### config.mk
export PLATFORM = sky130hd
export DESIGN_NAME = fifo_rd_packer
export DESIGN_NICKNAME = d
export VERILOG_FILES = /design/src/rtl/fifo_pkg.sv /design/src/rtl/fifo_skid2.sv /design/src/rtl/fifo_rd_packer.sv
export SDC_FILE = /design/constraint.sdc
export NUM_CORES = 1
export LEC_CHECK = 0
export CAP_MARGIN = 20
export CORE_MARGIN = 2
export CORE_UTILIZATION = 56
export CTS_CLUSTER_SIZE = 8
export DETAILED_ROUTE_END_ITERATION = 7
export GPL_TIMING_DRIVEN = 0
export PLACE_DENSITY = 0.76
export SLEW_MARGIN = 20
export SYNTH_ARGS = -nofsm -noshare
export SYNTH_HDL_FRONTEND = slang
export SYNTH_SLANG_ARGS = --single-unit
### constraint.sdc
create_clock -name rclk -period 3.5 [get_ports rclk]
set_clock_uncertainty 0.15 [all_clocks]
set_input_delay 0.7 -clock rclk [delete_from_list [all_inputs] [get_ports rclk]]
set_output_delay 0.7 -clock rclk [all_outputs]
set_load 0.02 [all_outputs]
### src/rtl/fifo_pkg.sv
// Shared helpers for the FIFO read-side packer: lane keep masks and counter widths.
package fifo_pkg;

    localparam int unsigned MAX_PACK  = 16;
    localparam int unsigned CNT_W_MAX = 5;

    // Width of a counter that must hold the values 0..max_val.
    function automatic int unsigned cnt_width(input int unsigned max_val);
        return $clog2(max_val + 32'd1);
    endfunction

    // Contiguous keep flags for the lowest cnt lanes; callers truncate to their lane count.
    function automatic logic [31:0] keep_mask(input logic [CNT_W_MAX-1:0] cnt);
        return (32'd1 << cnt) - 32'd1;
    endfunction

endpackage

### src/rtl/fifo_skid2.sv
// Two-entry valid/ready output buffer with a registered head and occupancy count.
module fifo_skid2 #(
    parameter int unsigned W = 8
) (
    input  logic         clk,
    input  logic         rst,
    input  logic         push,
    input  logic [W-1:0] push_data,
    output logic [1:0]   buf_cnt,
    output logic         out_valid,
    input  logic         out_ready,
    output logic [W-1:0] out_data
);

    logic [W-1:0] head_r;
    logic [W-1:0] tail_r;
    logic [W-1:0] head_nxt_s;
    logic [W-1:0] tail_nxt_s;
    logic [1:0]   cnt_r;
    logic [1:0]   cnt_nxt_s;
    logic         valid_r;
    logic         pop_s;

    // Next-state for the two entries; the producer never pushes while both are occupied.
    always_comb begin
        pop_s      = valid_r & out_ready;
        head_nxt_s = head_r;
        tail_nxt_s = tail_r;
        cnt_nxt_s  = cnt_r;
        case ({push, pop_s})
            2'b10: begin
                if (cnt_r == 2'd0) begin
                    head_nxt_s = push_data;
                end else begin
                    tail_nxt_s = push_data;
                end
                cnt_nxt_s = cnt_r + 2'd1;
            end
            2'b01: begin
                head_nxt_s = tail_r;
                cnt_nxt_s  = cnt_r - 2'd1;
            end
            2'b11: begin
                if (cnt_r == 2'd1) begin
                    head_nxt_s = push_data;
                end else begin
                    head_nxt_s = tail_r;
                    tail_nxt_s = push_data;
                end
            end
            default: begin
                cnt_nxt_s = cnt_r;
            end
        endcase
    end

    // Entry, count and valid registers.
    always_ff @(posedge clk) begin
        if (rst) begin
            head_r  <= {W{1'b0}};
            tail_r  <= {W{1'b0}};
            cnt_r   <= 2'd0;
            valid_r <= 1'b0;
        end else begin
            head_r  <= head_nxt_s;
            tail_r  <= tail_nxt_s;
            cnt_r   <= cnt_nxt_s;
            valid_r <= (cnt_nxt_s != 2'd0);
        end
    end

    assign buf_cnt   = cnt_r;
    assign out_valid = valid_r;
    assign out_data  = head_r;

endmodule

### src/rtl/fifo_rd_packer.sv
// Pops words from an async FIFO read port, packs PACK of them into one beat and
// streams beats out through a two-entry buffer; flush emits a partial beat with keep flags.
module fifo_rd_packer
    import fifo_pkg::*;
#(
    parameter int unsigned DSIZE = 8,
    parameter int unsigned PACK  = 4
) (
    input  logic                  rclk,
    input  logic                  rrst,
    input  logic                  rempty,
    input  logic [DSIZE-1:0]      rdata,
    output logic                  rinc,
    input  logic                  flush,
    output logic                  m_valid,
    input  logic                  m_ready,
    output logic [PACK*DSIZE-1:0] m_data,
    output logic [PACK-1:0]       m_keep
);

    localparam int unsigned BW = PACK * DSIZE;
    localparam int unsigned CW = cnt_width(PACK);
    localparam logic [CW-1:0] FULL_CNT = CW'(PACK);

    logic [PACK-1:0][DSIZE-1:0] acc_data_r;
    logic [CW-1:0]              acc_cnt_r;
    logic [CW-1:0]              lane_s;
    logic                       flush_pend_r;
    logic [1:0]                 buf_cnt_s;
    logic                       room_s;
    logic                       flush_eff_s;
    logic                       xfer_s;
    logic                       pop_s;
    logic [PACK-1:0]            keep_s;
    logic [BW-1:0]              beat_s;
    logic [BW+PACK-1:0]         head_s;

    // Transfer and pop decisions; room uses only the registered count, so m_ready never reaches rinc.
    always_comb begin
        room_s      = (buf_cnt_s < 2'd2);
        flush_eff_s = flush | flush_pend_r;
        xfer_s      = room_s & ((acc_cnt_r == FULL_CNT) |
                                (flush_eff_s & (acc_cnt_r != {CW{1'b0}})));
        pop_s       = ~rrst & ~rempty & ((acc_cnt_r < FULL_CNT) | xfer_s);
        lane_s      = xfer_s ? {CW{1'b0}} : acc_cnt_r;
    end

    // Outgoing beat: lanes beyond the fill level are zeroed so stale words never leak.
    always_comb begin
        keep_s = PACK'(keep_mask(CNT_W_MAX'(acc_cnt_r)));
        beat_s = {BW{1'b0}};
        for (int i = 0; i < int'(PACK); i++) begin
            if (keep_s[i]) begin
                beat_s[i*DSIZE +: DSIZE] = acc_data_r[i];
            end else begin
                beat_s[i*DSIZE +: DSIZE] = {DSIZE{1'b0}};
            end
        end
    end

    // Accumulator fill, restart after a transfer, and deferred flush tracking.
    always_ff @(posedge rclk) begin
        if (rrst) begin
            acc_data_r   <= {BW{1'b0}};
            acc_cnt_r    <= {CW{1'b0}};
            flush_pend_r <= 1'b0;
        end else begin
            if (xfer_s) begin
                acc_cnt_r <= pop_s ? CW'(1) : {CW{1'b0}};
            end else if (pop_s) begin
                acc_cnt_r <= acc_cnt_r + CW'(1);
            end else begin
                acc_cnt_r <= acc_cnt_r;
            end
            if (xfer_s) begin
                flush_pend_r <= 1'b0;
            end else if (flush && (acc_cnt_r != {CW{1'b0}})) begin
                flush_pend_r <= 1'b1;
            end else begin
                flush_pend_r <= flush_pend_r;
            end
            for (int i = 0; i < int'(PACK); i++) begin
                if (pop_s && (lane_s == CW'(i))) begin
                    acc_data_r[i] <= rdata;
                end
            end
        end
    end

    fifo_skid2 #(
        .W(BW + PACK)
    ) u_skid (
        .clk       (rclk),
        .rst       (rrst),
        .push      (xfer_s),
        .push_data ({keep_s, beat_s}),
        .buf_cnt   (buf_cnt_s),
        .out_valid (m_valid),
        .out_ready (m_ready),
        .out_data  (head_s)
    );

    assign rinc   = pop_s;
    assign m_data = head_s[BW-1:0];
    assign m_keep = head_s[BW+PACK-1:BW];

endmodule
* Word level (Yosys, flattened, before mapping)
Index checks and enable logic that the tools add are counted.
** Operators by class
- Shifts and indexed selects :: 1
- Multiply operators :: 0
- Eq/ne operators :: 11
- $lt $le $gt $ge :: 2
- Bitwise logic cells :: 10
- Muxes and demuxes :: 15
- Add/sub/neg operators :: 4
- Div/mod/pow operators :: 0
- Reductions and logical operators :: 15
** Operator list (count)
- 2-to-1 mux 36 bit :: 4
- case mux 36 bit (3 select lines) :: 1
- case mux 36 bit (2 select lines) :: 1
- 2-to-1 mux 8 bit :: 4
- 2-to-1 mux 3 bit :: 3
- equality test 3 x 2 -> 1 bit (second input constant) :: 2
- nonzero test 2 bit :: 3
- nonzero test 3 bit :: 2
- AND 1 bit :: 5
- logical AND 1 bit :: 5
- equality test 2 x 1 -> 1 bit (second input constant) :: 2
- equality test 2 bit (second input constant) :: 2
- != test 2 bit (second input constant) :: 2
- case mux 2 bit (2 select lines) :: 1
- << shifter 1 x 3 -> 4 bit (first input constant) :: 1
- subtractor 4 x 1 -> 4 bit (second input constant) :: 1
- adder 3 x 1 -> 3 bit (second input constant) :: 1
- equality test 3 x 1 -> 1 bit (second input constant) :: 1
- equality test 3 bit (second input constant) :: 1
- zero test 3 bit :: 1
- < comparator 3 bit (second input constant) :: 1
- OR 1 bit :: 3
- AND reduction 3 bit :: 1
- adder 2 x 1 -> 2 bit (second input constant) :: 1
- 8 further kinds :: 9
** Storage, ports and cells
- Word-level logic and storage cells :: 68
- Input bits :: 13
- Output and inout port bits :: 38
- Bits in writable memories :: 0
- Bits in read-only memories :: 0
- Latch bits :: 0
- Flip-flop bits (word level) :: 111
- Memories :: 0

* Longest topological paths before layout
Gate-level depths: netlist of run 1.
- Word-level depth :: 8
- Gate-level depth with buffers :: 12
- Mapped depth without buffers :: 10

* By module
Synthesis of run 1 repeated with hierarchy kept, for this count alone.
** Unflattened totals
- Cell total of the unflattened synthesis :: 595
- Area total of the unflattened synthesis :: 5320.1 µm²
** Modules (own cells, without submodules)
- fifo_skid2 :: cells each 401, instances 1, area each 3483.3 µm², seq. area each 1501.4 µm²
- fifo_rd_packer :: cells each 194, instances 1, area each 1836.8 µm², seq. area each 720.7 µm²

* Worst setup path before layout of run 1
Ideal clock, no wire load.
- Kind :: register to register
- Start :: register acc_cnt_r[0]
- End :: register u_skid.tail_r[16]
- Path slack :: 480 ps
- Library setup time :: 70 ps
- Buffers on the path :: 3
- Clock period less this slack :: 3020 ps
- Required time :: 3280 ps
- Arrival :: 2800 ps
- Stages on the path, launching flop included :: 12
- Cell sequence :: dfxtp_1 -> inv_1 -> ha_1 -> nor2b_1 -> nor3_1 -> ha_1 -> clkbuf_1 -> o211a_1 -> clkbuf_1 -> buf_1 -> nand3_1 -> a21oi_1
** On the way
- Word-level cells in the longest chain between the ends :: 7
- Elaborated cells on any way between the ends :: 17
- Classes of those cells :: 1 x add/sub; 5 x eq/ne; 1 x shift; 4 x mux; 3 x bitwise; 3 x reduce/logical
** Ends and longest elaborated chain
- start: declaration :: line fifo_rd_packer.sv:26 : logic [CW-1:0] acc_cnt_r;
- start signal: assignment :: line fifo_rd_packer.sv:65 : acc_cnt_r <= {CW{1'b0}};
- start signal: assignment :: line fifo_rd_packer.sv:69 : acc_cnt_r <= pop_s ? CW'(1) : {CW{1'b0}};
- start signal: assignment :: line fifo_rd_packer.sv:71 : acc_cnt_r <= acc_cnt_r + CW'(1);
- branches (longest 7 deep; another with subtractor 4 x 1 -> 4 bit)
- end signal: assignment :: line fifo_skid2.sv:61 : tail_r <= {W{1'b0}};
- end signal: assignment :: line fifo_skid2.sv:66 : tail_r <= tail_nxt_s;
- end: declaration :: line fifo_skid2.sv:16 : logic [W-1:0] tail_r;
Parallel ways; which one is timed is not known. The select of a mux whose other input is x is not followed.
A chain may end at the register's enable or synchronous reset.

* Final worst setup path of run 1
- Start :: register acc_cnt_r[0]
- End :: output port rinc
** On the way
- Word-level cells in the longest chain between the ends :: 6
- Elaborated cells on any way between the ends :: 8
- Classes of those cells :: 1 x order compare; 1 x eq/ne; 5 x bitwise; 1 x reduce/logical
** Ends and longest elaborated chain
- nonzero test 3 bit :: line fifo_rd_packer.sv:43 : (flush_eff_s & (acc_cnt_r != {CW{1'b0}})));
- AND 1 bit :: line fifo_rd_packer.sv:43
- OR 1 bit :: line fifo_rd_packer.sv:42 : xfer_s = room_s & ((acc_cnt_r == FULL_CNT) |
- AND 1 bit :: line fifo_rd_packer.sv:42
- OR 1 bit (*) :: line fifo_rd_packer.sv:44 : pop_s = ~rrst & ~rempty & ((acc_cnt_r < FULL_CNT) | xfer_s);
- AND 1 bit (*) :: line fifo_rd_packer.sv:44
- end: declaration :: line fifo_rd_packer.sv:13 : output logic rinc,
Mark *: on every way between the ends. The rest lies on a longest branch, timed or not.

==> impl_metrics.yaml, run 1 <==
route:
  vias: 4031
  top_layer_used: "met4"
  avgViaCountPerCell: 5.945
  drtPass1Iterations: 5
  route.met2.wl_um: 5665
  wire_per_inst_um: 17.15
  first_iter_violations: 239
  m1WireLength_um: 5080
  drc: 0
  wl_um: 11630
  met3RoutedLength_um: 655
  final_antenna_net_count: 0
cts:
  numCtsBuffers: 9
  clk_pin_slew_worst_paths_ps: 110
  cts_buffer_depth: 2
  ctsHoldBuffers: 0
  cts_sinks: 111
  tritoncts: "built"
  cts.root.buffer_cell: "clkbuf_8"
  clock_latency_ps: 370
  htree_num_levels: 3
layout:
  postLayoutCellArea_um2: 5413
  synthToLayoutAreaGrowth_pct: 19.77
  n_antenna_cell: 0
  final_net_count: 595
  drive_gt1_share_pct: 7.813
power_and_ir_drop:
  p_leak_nw: 1.990
  power_density_nw_per_um2: 633.9
  max-vdd-ir-drop_mv: 0.4031
flow_run:
  drv_cap: 0
worst_setup_path:
  r2r_start: "acc_cnt_r[0]"
  rr_endpoint: "u_skid.tail_r[18]"
  crit_fanout: 6
  rrSetupSlack_ps: 220
  cp.arrival_ps: 2540
  required_ps: 2650
  cp-end-kind: "primary output"
  startpoint_type: "flip-flop"
  critPathKind: "reg -> out"
  reg2reg_depth: 12
timing:
  period_needed_ps: 3393
  hold_violations: 0
  fmax_ghz: 0.2947
  drv_slew: 0
  fin_crit_sh_pct: 96.95
  timing.slew.headroom_pct: 34.05
  fin_hold_ws_ps: 308.7
  finalSetupViolCount: 0
  timing_worst_slew_pin_value_ps: 987.6
synthesis:
  yosysTopAreaCellShare_pct: 49.17
  yosys.area.top_type: "dfxtp_1"
  netlist_area_um2: 4519
  synthTopCellsByCount: "111 x dfxtp_1, 79 x nor2_1, 48 x a21oi_1"
  ys.flop_type: "dfxtp_1"
  synth.avg_cell_area_um2: 8.844
  synth_area_leaders: "dfxtp_1 49%, mux2i_1 7.5%, nor2_1 6.6%"
  ys_warn_count: 0
  synthArstFlopShare_pct: 0
  synth_edf_count: 0
  synth_most_common_cell: "dfxtp_1"
  yosysUniqueCellTypes: 35
  yosysSeqAreaShare_pct: 49.17
  synth_seq_cells: 111
  syn-num-nets: 535
  synth_cells: 511
worst_hold_path:
  hold_class: "reg -> reg"
  worstHoldPathCells: 2
  min_to: "u_skid.tail_r[0]"
  min-delay-start: "u_skid.tail_r[0]"
global_routing:
  overflow: 0
  grt_pass1_wl_um: 18850
  antenna_found_initial: 0
  grt_util_all_layers_pct: 27.32
  grt_pass1_vias: 3827
  grt_max_degree: 19
placement:
  gp_congestion: 0.9026
  dpl_cell_area_um2: 5137
  io_buffers: 49
  dpl.hpwl_um: 8174
die:
  die_w_um: 93.84
  io_pins: 51
  die_area_um2: 8805
  die_y_um: 93.84
  initial_core_util_pct: 58.18
  core.rowCount: 32
  core_area_um2: 7767
outcome:
  status: "finished, final reports clean"
==> logic make-up (layout without fill, tap and decap cells) <==
logic type                 after synthesis  after routing  share of synthesized area (%)
xor gates and xnor gates                 1              1                         0.1938
DFF                                    111            111                          49.17
adders and majority gates               11             11                          3.045
muxes                                   34             34                          7.531
buffers and inverters                   46            111                          3.903
AOI/OAI and AO/OA                      103            103                          16.20
and+or+nand+nor                        205            205                          19.96
==> power by group <==
part	switching (mW)	internal (mW)
combinational	0.678	0.418
sequential	0.0836	1.40
clock	0.439	0.409
==> placed cells by master (no fill, tap or decap), drive strengths merged, types with 2 or more instances in the layout <==
cell           synthesis  routed
a22oi                  2       2
ha                    11      11
nor2                  79      79
bufinv                 0       2
nor3                  32      32
a221oi                24      24
nand2                 42      42
a21oi                 48      48
clkinv                 0       2
a311oi                 2       2
dfxtp                111     111
nand3                 40      40
clkdlybuf4s50          0      49
a211oi                15      15
and2                   2       2
a31oi                  3       3
nand3b                 2       2
mux2i                 34      34
nor2b                  2       2
inv                    9      11
o21ai                  3       3
or3                    2       2
buf                    7       5
clkbuf                30      42
==> sequential cells by signal (all words and copies together), names as in the netlist <==
signal and cells:
u_skid.out_valid 1, u_skid.buf_cnt 2, acc_data_r 32, u_skid.out_data 36
flush_pend_r 1, acc_cnt_r 3, u_skid.tail_r 36
==> how the worst max path moves through the flow <==
stage / from / slack (ps) / end
floorplan: acc_cnt_r[0] / 480 / u_skid.tail_r[16]
global placement: flush / -470 / u_skid.out_data[30]
finish: acc_cnt_r[0] / 110 / rinc
detailed placement: flush / -550 / u_skid.out_data[29]
global route: acc_cnt_r[1] / -10 / u_skid.tail_r[15]
CTS: acc_cnt_r[0] / 5 / u_skid.tail_r[18]
==> timing repair <==
action,in CTS,in global routing
resized for setup,6,24
pin swaps,1,1
setup buffers,1,1
endpoints found under the setup margin,71,69
==> critical path: stages (launching register included) <==
cell and delay, ps:
dfxtp_4 420, inv_1 120, ha_1 290, or3_1 320
clkbuf_1 220, o21ai_2 220, inv_1 60, clkdlybuf4s50_1 530
==> layout make-up <==
| class | instances | area (um^2) |
|---|---|---|
| Sequential cell | 111 | 2227 |
| Clock buffer | 10 | 127.6 |
| Multi-Input combinational cell | 354 | 2150 |
| Clock inverter | 6 | 91.34 |
| Inverter | 9 | 33.78 |
| Tap cell | 102 | 127.6 |
| Buffer | 35 | 150.1 |
| Fill cell | 628 | 2355 |
| Timing Repair Buffer | 51 | 505.5 |
==> per-stage QoR <==
step                      util, %  setup TNS, ps  power [mW]  setup slack [ps]  cells
after floorplan                 -              0       2.164             480.0    511
after global placement      66.14         -22910       2.552            -465.8    662
after detailed placement    66.14         -26330       2.577            -547.8    662
after CTS                   69.25              0       3.410             4.663    679
after global routing        69.68         -14.03       3.602            -9.951    678
final                       69.68              0       3.431             106.7    678
==> layer usage <==
metal	vias to the layer above	track usage [%]
met4	0	9.541
li1	1929	-
met3	20	3.772
met1	1923	35.97
met2	159	46.01
met5	-	0
Power figures use the tool's default switching activity.
==> run 2, diff against run 1 <==
--- a/config.mk
+++ b/config.mk
@@ -8,7 +8,7 @@
 export CAP_MARGIN = 20
 export CORE_MARGIN = 2
 export CORE_UTILIZATION = 56
-export CTS_CLUSTER_SIZE = 8
+export CTS_CLUSTER_SIZE = 16
 export DETAILED_ROUTE_END_ITERATION = 7
 export GPL_TIMING_DRIVEN = 0
 export PLACE_DENSITY = 0.76
==> results of run 2 <==
The final DEF is identical to that of run 1; final timing and power are the same.
==> run 3, diff against run 2 <==
--- a/config.mk
+++ b/config.mk
@@ -10,9 +10,9 @@
 export CORE_UTILIZATION = 56
 export CTS_CLUSTER_SIZE = 16
 export DETAILED_ROUTE_END_ITERATION = 7
-export GPL_TIMING_DRIVEN = 0
 export PLACE_DENSITY = 0.76
 export SLEW_MARGIN = 20
 export SYNTH_ARGS = -nofsm -noshare
 export SYNTH_HDL_FRONTEND = slang
 export SYNTH_SLANG_ARGS = --single-unit
+export TNS_END_PERCENT = 20
==> run 3 against run 2 <==
  * Setup slack improved by 98 ps
  * Sequential share of layout area rose by 0.40 points
  * Die area did not move
  * Final cell count fell by 2.1%
  * Design area fell by 1.1%
  * Via count fell by 2.1%
  * Flip-flop and latch count did not move
  * Non-clock buffer count fell by 14
  * Utilization fell by 0.74 points
  * Global-route usage fell by 0.84 points
==> impl_metrics.yaml, run 3 (synthesis results as in run 1) <==
layout:
  final_net_count: 581
  synthToLayoutAreaGrowth_pct: 18.49
  final_common_cell: "dfxtp_1"
  multi_input_area_um2: 2125
  n_antenna_cell: 0
  drive_gt1_share_pct: 8.541
  mostFrequentLayoutCells: "109 x dfxtp_1, 79 x nor2_1, 49 x clkdlybuf4s50_1, 47 x a21oi_1, 42 x nand2_1"
  n_fill_cell: 652
  ff_latch_area_um2: 2225
  fin_util_pct: 68.94
cts:
  cts_buffer_depth: 2
  cts_sinks: 111
  clock_latency_ps: 370
  tritoncts: "built"
  ctsHoldBuffers: 0
  clk_pin_slew_worst_paths_ps: 100
  cts.root.buffer_cell: "clkbuf_8"
  htree_num_levels: 3
  numCtsBuffers: 9
route:
  drtPass1Iterations: 5
  drc: 0
  top_layer_used: "met4"
  m1WireLength_um: 4864
  avgViaCountPerCell: 5.944
  first_iter_violations: 247
  final_antenna_net_count: 0
  met3RoutedLength_um: 505
  route.met2.wl_um: 5445
  wl_um: 11050
  wire_per_inst_um: 16.64
  vias: 3947
timing:
  rsz0062_at_grt: "no"
  finalSetupViolCount: 0
  fmax_ghz: 0.3035
  tns_ps: 0
  hold_violations: 0
  fin_crit_sh_pct: 94.15
  timing_worst_slew_pin_value_ps: 683.8
  period_needed_ps: 3295
  timing.slew.headroom_pct: 54.27
  drv_slew: 0
flow_run:
  drv_cap: 0
die:
  core.rowCount: 32
  initial_core_util_pct: 58.18
  die_y_um: 93.84
  die_w_um: 93.84
  die_area_um2: 8805
  core_area_um2: 7767
  io_pins: 51
placement:
  io_buffers: 50
  gp_congestion: 0.8228
  dpl.hpwl_um: 7344
worst_hold_path:
  hold_class: "reg -> reg"
global_routing:
  grt_util_all_layers_pct: 26.48
  grt_pass1_vias: 3772
  antenna_found_initial: 0
  grt_max_degree: 57
  grt_pass1_wl_um: 18280
  overflow: 0
power_and_ir_drop:
  power_density_nw_per_um2: 614.4
  p_leak_nw: 1.982
  max-vdd-ir-drop_mv: 0.4352
worst_setup_path:
  required_ps: 2650
  crit_fanout: 6
  cp-end-kind: "primary output"
  critPathKind: "reg -> out"
  startpoint_type: "flip-flop"
  cp.arrival_ps: 2450
outcome:
  status: "finished, final reports clean"
run 3: cell types whose count changed in the layout (fill, tap and decap cells not counted), sizes merged:
| cell | delta |
|---|---|
| clkbuf | -32 |
| clkinv | +1 |
| bufinv | -2 |
| buf | +18 |
| clkinvlp | +1 |
run 3: timing repair:
action | in CTS | in global routing
resized for setup | 0 | 2
setup endpoints to repair | 0 | 1
setup buffers | 0 | 0
run 3: where the power goes:
part	switching, mW	internal, mW
Clock	0.432	0.283
Combinational	0.650	0.435
Sequential	0.0880	1.40
Total	1.17	2.12
run 3: per-layer routing:
layer  global-route usage (%)  up-vias
li1                         -     1897
met1                    34.28     1898
met2                    43.69      129
met3                    5.056       23
met4                    10.27        0
met5                        0        -
run 3: per-stage QoR:
stage | setup slack (ps) | std cells | instance area [um^2] | power [mW] | hold slack [ps]
after floorplan | 480.0 | 511 | 4519 | 2.164 | 281.7
after global placement | 323.4 | 648 | 5171 | 2.569 | 287.8
after detailed placement | 263.5 | 648 | 5171 | 2.598 | 295.0
after CTS | 49.97 | 664 | 5353 | 3.298 | 308.1
after global routing | 41.90 | 664 | 5355 | 3.469 | 331.7
final | 204.8 | 664 | 5355 | 3.290 | 306.6
run 3: layout make-up:
cell class / instances / share of cell area [%]
Clock buffer: 10 / 2.570
Sequential cell: 111 / 41.54
Clock inverter: 6 / 0.8178
Inverter: 9 / 0.6308
Tap cell: 102 / 2.383
Timing Repair Buffer: 72 / 12.38
Multi-Input combinational cell: 354 / 39.67
run 3: worst max-delay path, cell delays in order (launching register included):
cell             delay [ps]
dfxtp_2                 440
inv_1                   150
ha_1                    290
or3_1                   350
o21ai_0                 240
inv_1                    70
clkdlybuf4s50_1         540
run 3: path summary, 6_finish.rpt:
kind,from,slack [ps],to,depth (start not counted)
max,acc_cnt_r[0],200,rinc,6
min,u_skid.tail_r[11],310,u_skid.tail_r[11],2
max reg2reg,acc_cnt_r[0],500,u_skid.out_data[10],10
min reg2reg,u_skid.tail_r[11],310,u_skid.tail_r[11],2
